<file path="src/rtl/branch_predictor.sv">
// ---------------------------------------------------------------------------
// branch_predictor
//   Direct-mapped BTB with 2-bit saturating direction counters. The table is
//   looked up combinationally with the fetch PC. The prediction then rides the
//   D and E pipeline registers and is resolved in Execute against the actual
//   branch outcome.
//
// Ports
//   clk, reset            clock (rising edge), async active-low reset
//   PCF                   fetch PC
//   PredTakenF/TargetF    fetch-stage prediction (target is 0 on a miss)
//   StallD, FlushD        D prediction register hold / clear (flush wins)
//   FlushE                E prediction register clear
//   BranchE               branch in E; the only qualifier for table writes
//   BranchTakenActualE    actual direction of the branch in E
//   BranchTargetE         actual target of the branch in E
//   CorrectPredE          E prediction was taken with the exact target
//   RecoverE              E predicted taken but was not taken; redirect
//   RecoverPCE            PCE + 4, the fall-through redirect address
// ---------------------------------------------------------------------------

// One BTB entry. Owns its valid/tag/target/counter state. It applies an update
// when selected by the E-stage index.
module branch_predictor_entry #(
  parameter int TAG_W = 26
) (
  input  logic             clk,
  input  logic             reset,
  input  logic             i_upd,
  input  logic             i_taken,
  input  logic [TAG_W-1:0] i_tag,
  input  logic [31:0]      i_target,
  output logic             o_valid,
  output logic [TAG_W-1:0] o_tag,
  output logic [31:0]      o_target,
  output logic             o_dir
);
  logic             r_valid;
  logic [TAG_W-1:0] r_tag;
  logic [31:0]      r_target;
  logic [1:0]       r_ctr;
  logic             w_hit;

  assign w_hit = r_valid & (r_tag == i_tag);

  always_ff @(posedge clk or negedge reset) begin
    if (!reset) begin
      r_valid  <= 1'b0;
      r_tag    <= '0;
      r_target <= '0;
      r_ctr    <= 2'b00;
    end else if (i_upd) begin
      if (i_taken) begin
        if (w_hit) begin
          if (r_ctr != 2'b11) r_ctr <= r_ctr + 2'd1;
          r_target <= i_target;
        end else begin
          // Allocate over whatever was here, starting weakly taken.
          r_valid  <= 1'b1;
          r_tag    <= i_tag;
          r_target <= i_target;
          r_ctr    <= 2'b10;
        end
      end else if (w_hit && r_ctr != 2'b00) begin
        r_ctr <= r_ctr - 2'd1;
      end
    end
  end

  assign o_valid  = r_valid;
  assign o_tag    = r_tag;
  assign o_target = r_target;
  assign o_dir    = r_ctr[1];
endmodule

module branch_predictor #(
  parameter int ENTRIES = 16  // power of 2, >= 4
) (
  input  logic        clk,
  input  logic        reset,
  input  logic [31:0] PCF,
  output logic        PredTakenF,
  output logic [31:0] PredTargetF,
  input  logic        StallD,
  input  logic        FlushD,
  input  logic        FlushE,
  input  logic        BranchE,
  input  logic        BranchTakenActualE,
  input  logic [31:0] BranchTargetE,
  output logic        CorrectPredE,
  output logic        RecoverE,
  output logic [31:0] RecoverPCE
);
  localparam int IDX_W = $clog2(ENTRIES);
  localparam int TAG_W = 32 - IDX_W - 2;

  // Table read-out, one slot per entry.
  logic [ENTRIES-1:0]            w_valid;
  logic [ENTRIES-1:0][TAG_W-1:0] w_tag;
  logic [ENTRIES-1:0][31:0]      w_target;
  logic [ENTRIES-1:0]            w_dir;

  logic [IDX_W-1:0] w_idx_f, w_idx_e;
  logic [TAG_W-1:0] w_tag_f, w_tag_e;
  logic             w_hit_f;

  // D / E prediction pipeline registers.
  logic        r_pred_taken_d, r_pred_taken_e;
  logic [31:0] r_pred_target_d, r_pred_target_e;
  logic [31:0] r_pc_d, r_pc_e;

  assign w_idx_f = PCF[IDX_W+1:2];
  assign w_tag_f = PCF[31:IDX_W+2];
  assign w_idx_e = r_pc_e[IDX_W+1:2];
  assign w_tag_e = r_pc_e[31:IDX_W+2];

  genvar g;
  generate
    for (g = 0; g < ENTRIES; g++) begin : g_entry
      branch_predictor_entry #(.TAG_W(TAG_W)) u_entry (
        .clk      (clk),
        .reset    (reset),
        .i_upd    (BranchE && (w_idx_e == IDX_W'(g))),
        .i_taken  (BranchTakenActualE),
        .i_tag    (w_tag_e),
        .i_target (BranchTargetE),
        .o_valid  (w_valid[g]),
        .o_tag    (w_tag[g]),
        .o_target (w_target[g]),
        .o_dir    (w_dir[g])
      );
    end
  endgenerate

  // Fetch lookup sees registered table state, so a same-cycle update to the
  // same index shows up only on the following cycle.
  assign w_hit_f     = w_valid[w_idx_f] & (w_tag[w_idx_f] == w_tag_f);
  assign PredTakenF  = w_hit_f & w_dir[w_idx_f];
  assign PredTargetF = w_hit_f ? w_target[w_idx_f] : 32'h0;

  always_ff @(posedge clk or negedge reset) begin
    if (!reset) begin
      r_pred_taken_d  <= 1'b0;
      r_pred_target_d <= '0;
      r_pc_d          <= '0;
    end else if (FlushD) begin
      r_pred_taken_d  <= 1'b0;
      r_pred_target_d <= '0;
      r_pc_d          <= '0;
    end else if (!StallD) begin
      r_pred_taken_d  <= PredTakenF;
      r_pred_target_d <= PredTargetF;
      r_pc_d          <= PCF;
    end
  end

  always_ff @(posedge clk or negedge reset) begin
    if (!reset) begin
      r_pred_taken_e  <= 1'b0;
      r_pred_target_e <= '0;
      r_pc_e          <= '0;
    end else if (FlushE) begin
      r_pred_taken_e  <= 1'b0;
      r_pred_target_e <= '0;
      r_pc_e          <= '0;
    end else begin
      r_pred_taken_e  <= r_pred_taken_d;
      r_pred_target_e <= r_pred_target_d;
      r_pc_e          <= r_pc_d;
    end
  end

  // A taken prediction with the wrong target raises neither output. The
  // controller's own BranchTakenE redirect handles that case.
  assign CorrectPredE = r_pred_taken_e & BranchTakenActualE &
                        (r_pred_target_e == BranchTargetE);
  assign RecoverE     = r_pred_taken_e & ~BranchTakenActualE;
  assign RecoverPCE   = r_pc_e + 32'd4;
endmodule

</file>
<file path="config.mk">
export PLATFORM = sky130hd
export DESIGN_NAME = branch_predictor
export DESIGN_NICKNAME = d
export VERILOG_FILES = /design/src/rtl/branch_predictor.sv
export SDC_FILE = /design/constraint.sdc
export NUM_CORES = 2
export LEC_CHECK = 0
export BUFFER_PORTS_ARGS = -buffer_cell sky130_fd_sc_hd__buf_2
export CAP_MARGIN = 20
export CORE_UTILIZATION = 55
export DETAILED_ROUTE_END_ITERATION = 10
export PLACE_DENSITY = 0.78
export SYNTH_ARGS = -nofsm -noshare
export SYNTH_HDL_FRONTEND = slang
export SYNTH_SLANG_ARGS = --single-unit
export TNS_END_PERCENT = 1
</file>
<file path="constraint.sdc">
create_clock -name clk -period 4.7 [get_ports clk]
set_input_delay 0.47 -clock clk [delete_from_list [all_inputs] [get_ports clk]]
set_output_delay 0.47 -clock clk [all_outputs]
set_load 0.05 [all_outputs]
</file>
* Word-level counts from Yosys, hierarchy flattened
Cells that the tools add are included.
** Storage, ports and cells
- Memories kept :: 0
- RAM bits :: 0
- Output and inout bits :: 67
- Input bits :: 71
- Word-level logic and storage cells :: 403
- Bits in read-only memories :: 0
- Register bits after elaboration :: 1106
- Latch bits :: 0
** Operators by class
- Reductions and logical operators :: 113
- Equal/unequal tests :: 66
- $add $sub $neg :: 33
- Shifts and indexed selects :: 0
- Muxes and demuxes :: 82
- Div/mod/pow operators :: 0
- Multiply operators :: 0
- Bitwise operators :: 38
- $lt $le $gt $ge :: 1
** Operators with widths (number)
- == test 26 bit :: 17
- 2-to-1 mux 32 bit :: 8
- binary-select mux 32 bit (select 4 bit) :: 1
- 2-to-1 mux 2 bit :: 64
- binary-select mux 26 bit (select 4 bit) :: 1
- AND reduction 3 bit :: 32
- nonzero test 2 bit :: 32
- != test 3 bit (second input constant) :: 16
- adder 2 x 1 -> 2 bit (second input constant) :: 16
- adder 32 x 3 -> 32 bit (second input constant) :: 1
- == test 32 bit :: 1
- == test 4 bit (second input constant) :: 8
- logical AND 1 bit :: 32
- != test 2 bit (second input constant) :: 16
- AND reduction 2 bit :: 16
- subtractor 2 x 1 -> 2 bit (second input constant) :: 16
- 2-to-1 mux 26 bit :: 1
- bitwise AND 1 bit :: 21
- inverter 1 bit :: 17
- == test 4 x 3 -> 1 bit (second input constant) :: 4
- binary-select mux 1 bit (select 4 bit) :: 2
- == test 4 x 2 -> 1 bit (second input constant) :: 2
- < comparator 4 x 5 -> 1 bit (second input constant) :: 1
- 2-to-1 mux 1 bit :: 5
- other kinds (3) :: 3

* Logic depth before layout (Yosys ltp)
- Word-level depth :: 7
- Depth in mapped cells :: 13
- Gate-level depth less buffers :: 9

* Cells and area by module
Synthesis repeated with hierarchy kept, for this count alone.
** Unflattened totals
- Cells, all modules :: 4247
- Area, all modules :: 58999.1 µm²
** By module, submodules not included
- branch_predictor_entry :: area each 2776.4 µm², seq. area each 1526.5 µm², instances 16, cells each 189
- branch_predictor :: area each 14576.5 µm², seq. area each 3253.1 µm², instances 1, cells each 1223

* Worst setup path before layout
No wires, ideal clock.
- Kind :: input to output
- Start point :: input port PCF[3]
- End point :: output port PredTargetF[0]
- Data arrival time :: 3.294 ns
- Stages on the path :: 11
- Path slack :: 0.936 ns
- Cells stage by stage :: buf_6 > buf_6 > buf_4 > mux4_2 > o21ai_0 > mux2_2 > a2111oi_0 > nand4_1 > nor4_2 > clkbuf_1 > and2_1
** Between the ends
- Cells in the longest elaborated chain, start to end :: 5
- Elaborated cells between the ends (all ways) :: 9
** Ends and longest elaborated chain
- start, declared :: RTL line 81 : input logic [31:0] PCF,
- binary-select mux 26 bit (select 4 bit) :: RTL line 137 : assign w_hit_f = w_valid[w_idx_f] & (w_tag[w_idx_f] == w_tag_f);
- 2-to-1 mux 26 bit (not written as such) :: RTL line 137
- == test 26 bit :: RTL line 137
- bitwise AND 1 bit :: RTL line 137
- 2-to-1 mux 32 bit (*) :: RTL line 139 : assign PredTargetF = w_hit_f ? w_target[w_idx_f] : 32'h0;
- end, declared :: RTL line 83 : output logic [31:0] PredTargetF,
Mark *: on every way between the ends. The rest lies on a longest branch, timed or not. The select of a mux whose other input is x is not followed.

* Final worst setup path
- Start point :: register g_entry[3].u_entry.r_tag[7]
- End point :: output port PredTargetF[12]
** Between the ends
- Cells in the longest elaborated chain, start to end :: 5
** Ends and longest elaborated chain
- start, declared :: RTL line 39 : logic [TAG_W-1:0] r_tag;
- start signal, assigned :: RTL line 60 : r_tag <= i_tag;
- binary-select mux 26 bit (select 4 bit) :: RTL line 137
- 2-to-1 mux 26 bit (not written as such) :: RTL line 137
- == test 26 bit :: RTL line 137
- bitwise AND 1 bit :: RTL line 137
- 2-to-1 mux 32 bit :: RTL line 139
No other way between the ends. The select of a mux whose other input is x is not followed.

==> impl_metrics.py <==
metrics = {
    "clock_tree": {
        "postCtsSetupBuffers": 0,
        "clock-root-buffer": "clkbuf_16",
        "cts_buffer_depth": 3,
        "numCtsBuffers": 114,
        "h-tree-depth": 3,
        "path_clk_slew_ps": 60,
        "cts_tree": "done",
        "tritoncts_num_sinks": 1106,
        "clock_insertion_delay_at_the_later_pin_of_the_skew_report_ps": 740,
    },
    "routing": {
        "drcViolationCount": 0,
        "route.antenna.remaining_nets": 0,
        "met1Wirelength_mm": 70.11,
        "vias_per_cell": 6.451,
        "total_routed_length_mm": 176.8,
        "top_layer": "met5",
        "dr_total_vias": 37440,
        "routed-wl-met3_mm": 15.49,
        "dr.first_iter.drc_count": 3831,
        "drtPass1Iterations": 7,
        "detailroute.wirelength.met2_mm": 79.84,
        "avgRoutedWirePerCell_um": 30.46,
    },
    "global_route": {
        "via_count_of_the_first_global_routing_pass": 37970,
        "grt_antenna_before_repair": 18,
        "grt_overflow": 0,
        "grt_max_degree": 120,
        "grt_util_all_layers_pct": 34.49,
        "grt_first_pass_wirelength_mm": 261.0,
    },
    "synthesis": {
        "synth_area_in_compound_gates_pct": 2.828,
        "synth_seq_cells": 1106,
        "netlist_instances": 4253,
        "ys_warn_count": 0,
        "xor_xnor_fraction_of_synth_area_pct": 7.769,
        "ys_types": 71,
        "synth-edff-count": 0,
        "dominant_combinational_cell_family_by_area_after_synthesis": "multiplexers",
        "ys_seq_area_share_pct": 48.90,
        "synth_top_flop_cell": "dfrtp_1",
        "syn-cell-area_um2": 56590,
        "synth_mux_area_share_pct": 30.30,
        "syn_avg_cell_area_um2": 13.31,
        "synth-simple-area-share_pct": 6.257,
        "share_of_synthesized_cell_area_in_full_adder_half_adder_and_majority_cells_pct": 0.7959,
        "async_reset_ff_share_pct": 100.0,
        "mappedNetlistNets": 4360,
    },
    "pwr": {
        "power_frac_clock_pct": 42.5,
        "power_switching_w": 0.005803,
        "pwr-share-comb_pct": 11.4,
        "p_per_area_nw_per_um2": 358.4,
        "ir_worst_vdd_v": 0.0003341,
        "p_leak_nw": 29.12,
        "power.sequential.fraction_pct": 46.1,
        "sw_frac_of_total_pct": 25.57,
        "internal_power_w": 0.01689,
    },
    "floorplan": {
        "die_area_um2": 104200,
        "core-area_um2": 101900,
        "boundaryPins": 138,
        "chipWidth_um": 322.8,
        "fp.dieH_um": 322.8,
        "start_util_pct": 55.55,
        "placementRows": 117,
    },
    "timing": {
        "report.final.slew_viol_count": 0,
        "skew_ps": 58.05,
        "final.period_utilization_pct": 98.94,
        "worst_slew_margin_rel_pct": 33.17,
        "finalWorstPathRequiredPeriod_ps": 4650,
        "finalSetupTns_ps": 0,
        "rsz0062_at_grt": "false",
        "hold_viol": 0,
        "final-setup-viol-count": 0,
        "final_hold_slack_ps": 44.73,
        "achievable-frequency_mhz": 215.0,
        "tightestPinTransition_ps": 1003,
    },
    "flow_run": {
        "max_cap_violations": 0,
    },
    "critical_path": {
        "crit_start": "g_entry[3].u_entry.o_tag[7]",
        "timing.reg2reg.worst_path_depth": 9,
        "reg2reg_from": "r_pc_e[22]",
        "timing.critical_path.fanout_max": 33,
        "arrival_ps": 4180,
        "timing.critical_path.required_ps": 4230,
        "reg2reg_setup_slack_ps": 890,
        "timing_endpoint_of_the_critical_path": "PredTargetF[12]",
        "critPathLaunchType": "register",
        "worst-setup-path-type": "register to primary output",
        "endpoint_kind": "primary output",
        "timing.rr.end": "g_entry[6].u_entry.o_tag[3]",
    },
    "place": {
        "dpl.hpwl_mm": 119.1,
        "place.gp.congestion": 1.011,
        "placedCellCount": 5586,
        "portBuffers": 137,
    },
    "hold_path": {
        "hp-class": "input pin to register",
    },
    "cells_and_area": {
        "most_common_library_cell_in_the_layout_ignoring_fill_and_taps": "dfrtp_1",
        "drive_above_1_share_pct": 40.34,
        "mostFrequentLayoutCells": "dfrtp_1, mux2_2, xnor2_1, mux4_2, buf_4",
        "final_cell_count_no_fill": 5804,
        "n_fill_cell": 7636,
        "multiInputGateArea_um2": 27320,
        "syn_to_final_growth_pct": 11.89,
        "layout.nets": 4443,
        "seq_area_um2": 27680,
    },
    "run_status": {
        "outcome": "finished, final reports clean",
    },
}
[worst max-delay path, stage by stage, from the launching register on]
cell and delay (ps):
dfrtp_1 500, mux4_2 490, mux2i_1 290, o22ai_1 130, o21ai_1 300, o2111ai_1 170, or4_1 510, nor4_4 370
buf_12 260, and2_1 180, buf_2 270
[timing repair]
action | CTS | global route
endpoints found under the setup margin | 5 | 26
gates cloned | 0 | 0
hold buffers | 2 | 0
gates resized for setup | 2 | 2
endpoints found under the hold margin | 66 | 0
[area by class of cell]
type | count | area share [%]
Antenna cell | 4 | 0.01581
Tap cell | 1368 | 2.703
Multi-Input combinational cell | 2738 | 43.14
Clock buffer | 156 | 5.151
Timing Repair Buffer | 317 | 3.685
Clock inverter | 56 | 1.235
Inverter | 59 | 0.3576
Sequential cell | 1106 | 43.71
[through the flow]
step | cell area (um2) | total power, W | utilization (%) | setup slack [ps]
3_5_place_dp | 59240 | 0.01316 | 58.14 | 172.7
3_3_place_gp | 59240 | 0.01308 | 58.14 | 168.9
6_report | 63320 | 0.02270 | 62.15 | 49.78
4_1_cts | 63310 | 0.02276 | 62.14 | 5.841
2_1_floorplan | 56590 | 0.01212 | - | 936.1
5_1_grt | 63310 | 0.02337 | 62.14 | 25.59
[cells by family after synthesis]
| group | after synthesis |
|---|---|
| AOI/OAI and AO/OA | 230 |
| xor gates and xnor gates | 502 |
| adders and majority gates | 36 |
| buffers and inverters | 409 |
| DFF | 1106 |
| muxes | 1296 |
| and+or+nand+nor | 674 |
[state kept, by name, summed over array words and instances (netlist names)]
register                  count
g_entry.u_entry.o_tag       416
r_pred_target_d              32
r_pc_d                       32
g_entry.u_entry.r_ctr        32
g_entry.u_entry.o_valid      16
g_entry.u_entry.o_target    512
r_pred_taken_e                1
r_pc_e                       32
r_pred_taken_d                1
r_pred_target_e              32
[per-layer routing]
| metal | track usage (%) | vias to the layer above |
|---|---|---|
| li1 | - | 15440 |
| met5 | 0 | - |
| met1 | 46.77 | 19600 |
| met2 | 52.04 | 1846 |
| met3 | 7.208 | 528 |
| met4 | 19.02 | 26 |
[cells in the mapped netlist (all sizes together) (6+ instances only)]
cell type / number / area share, %
xnor2: 431 / 6.7
or2: 10 / 0.11
nor3: 28 / 0.25
nor3b: 7 / 0.093
clkbuf: 250 / 1.7
mux4: 238 / 9.5
ha: 36 / 0.80
o22ai: 11 / 0.12
xor2: 71 / 1.1
a22o: 6 / 0.093
a21oi: 49 / 0.43
nor2: 120 / 0.80
dfrtp: 1106 / 49
and3: 10 / 0.11
a31oi: 8 / 0.088
a211oi: 9 / 0.14
a221oi: 10 / 0.17
or3: 6 / 0.066
inv: 58 / 0.39
nand2: 140 / 0.93
and2: 45 / 0.50
or4: 16 / 0.22
buf: 100 / 1.1
a311oi: 8 / 0.12
nand2b: 17 / 0.19
nor4: 39 / 0.44
mux2i: 105 / 1.9
nand3: 34 / 0.30
nand4: 106 / 1.2
nor2b: 90 / 0.99
mux2: 953 / 19
o21ai: 78 / 0.89
a22oi: 20 / 0.27
[power by group through the flow]
stage	registers (W)	logic [W]	clock network (W)
CTS	0.0104	0.00257	0.00975
global route	0.0105	0.00274	0.0101
floorplan	0.0104	0.00169	0
detailed placement	0.0106	0.00255	0
global placement	0.0106	0.00250	0
finish	0.0105	0.00259	0.00965
[how the worst min path moves through the flow]
stage	start	to	slack, ps	depth (start not counted)
floorplan	reset	g_entry[0].u_entry.o_tag[0]	170	0
global placement	r_pred_target_d[14]	r_pred_target_d[14]	450	2
detailed placement	r_pred_target_d[22]	r_pred_target_d[22]	460	2
CTS	PCF[0]	r_pc_d[0]	40	3
global route	PCF[0]	r_pc_d[0]	60	3
finish	PCF[0]	r_pc_d[0]	40	3
No activity file was read; power rests on OpenSTA's default activity.
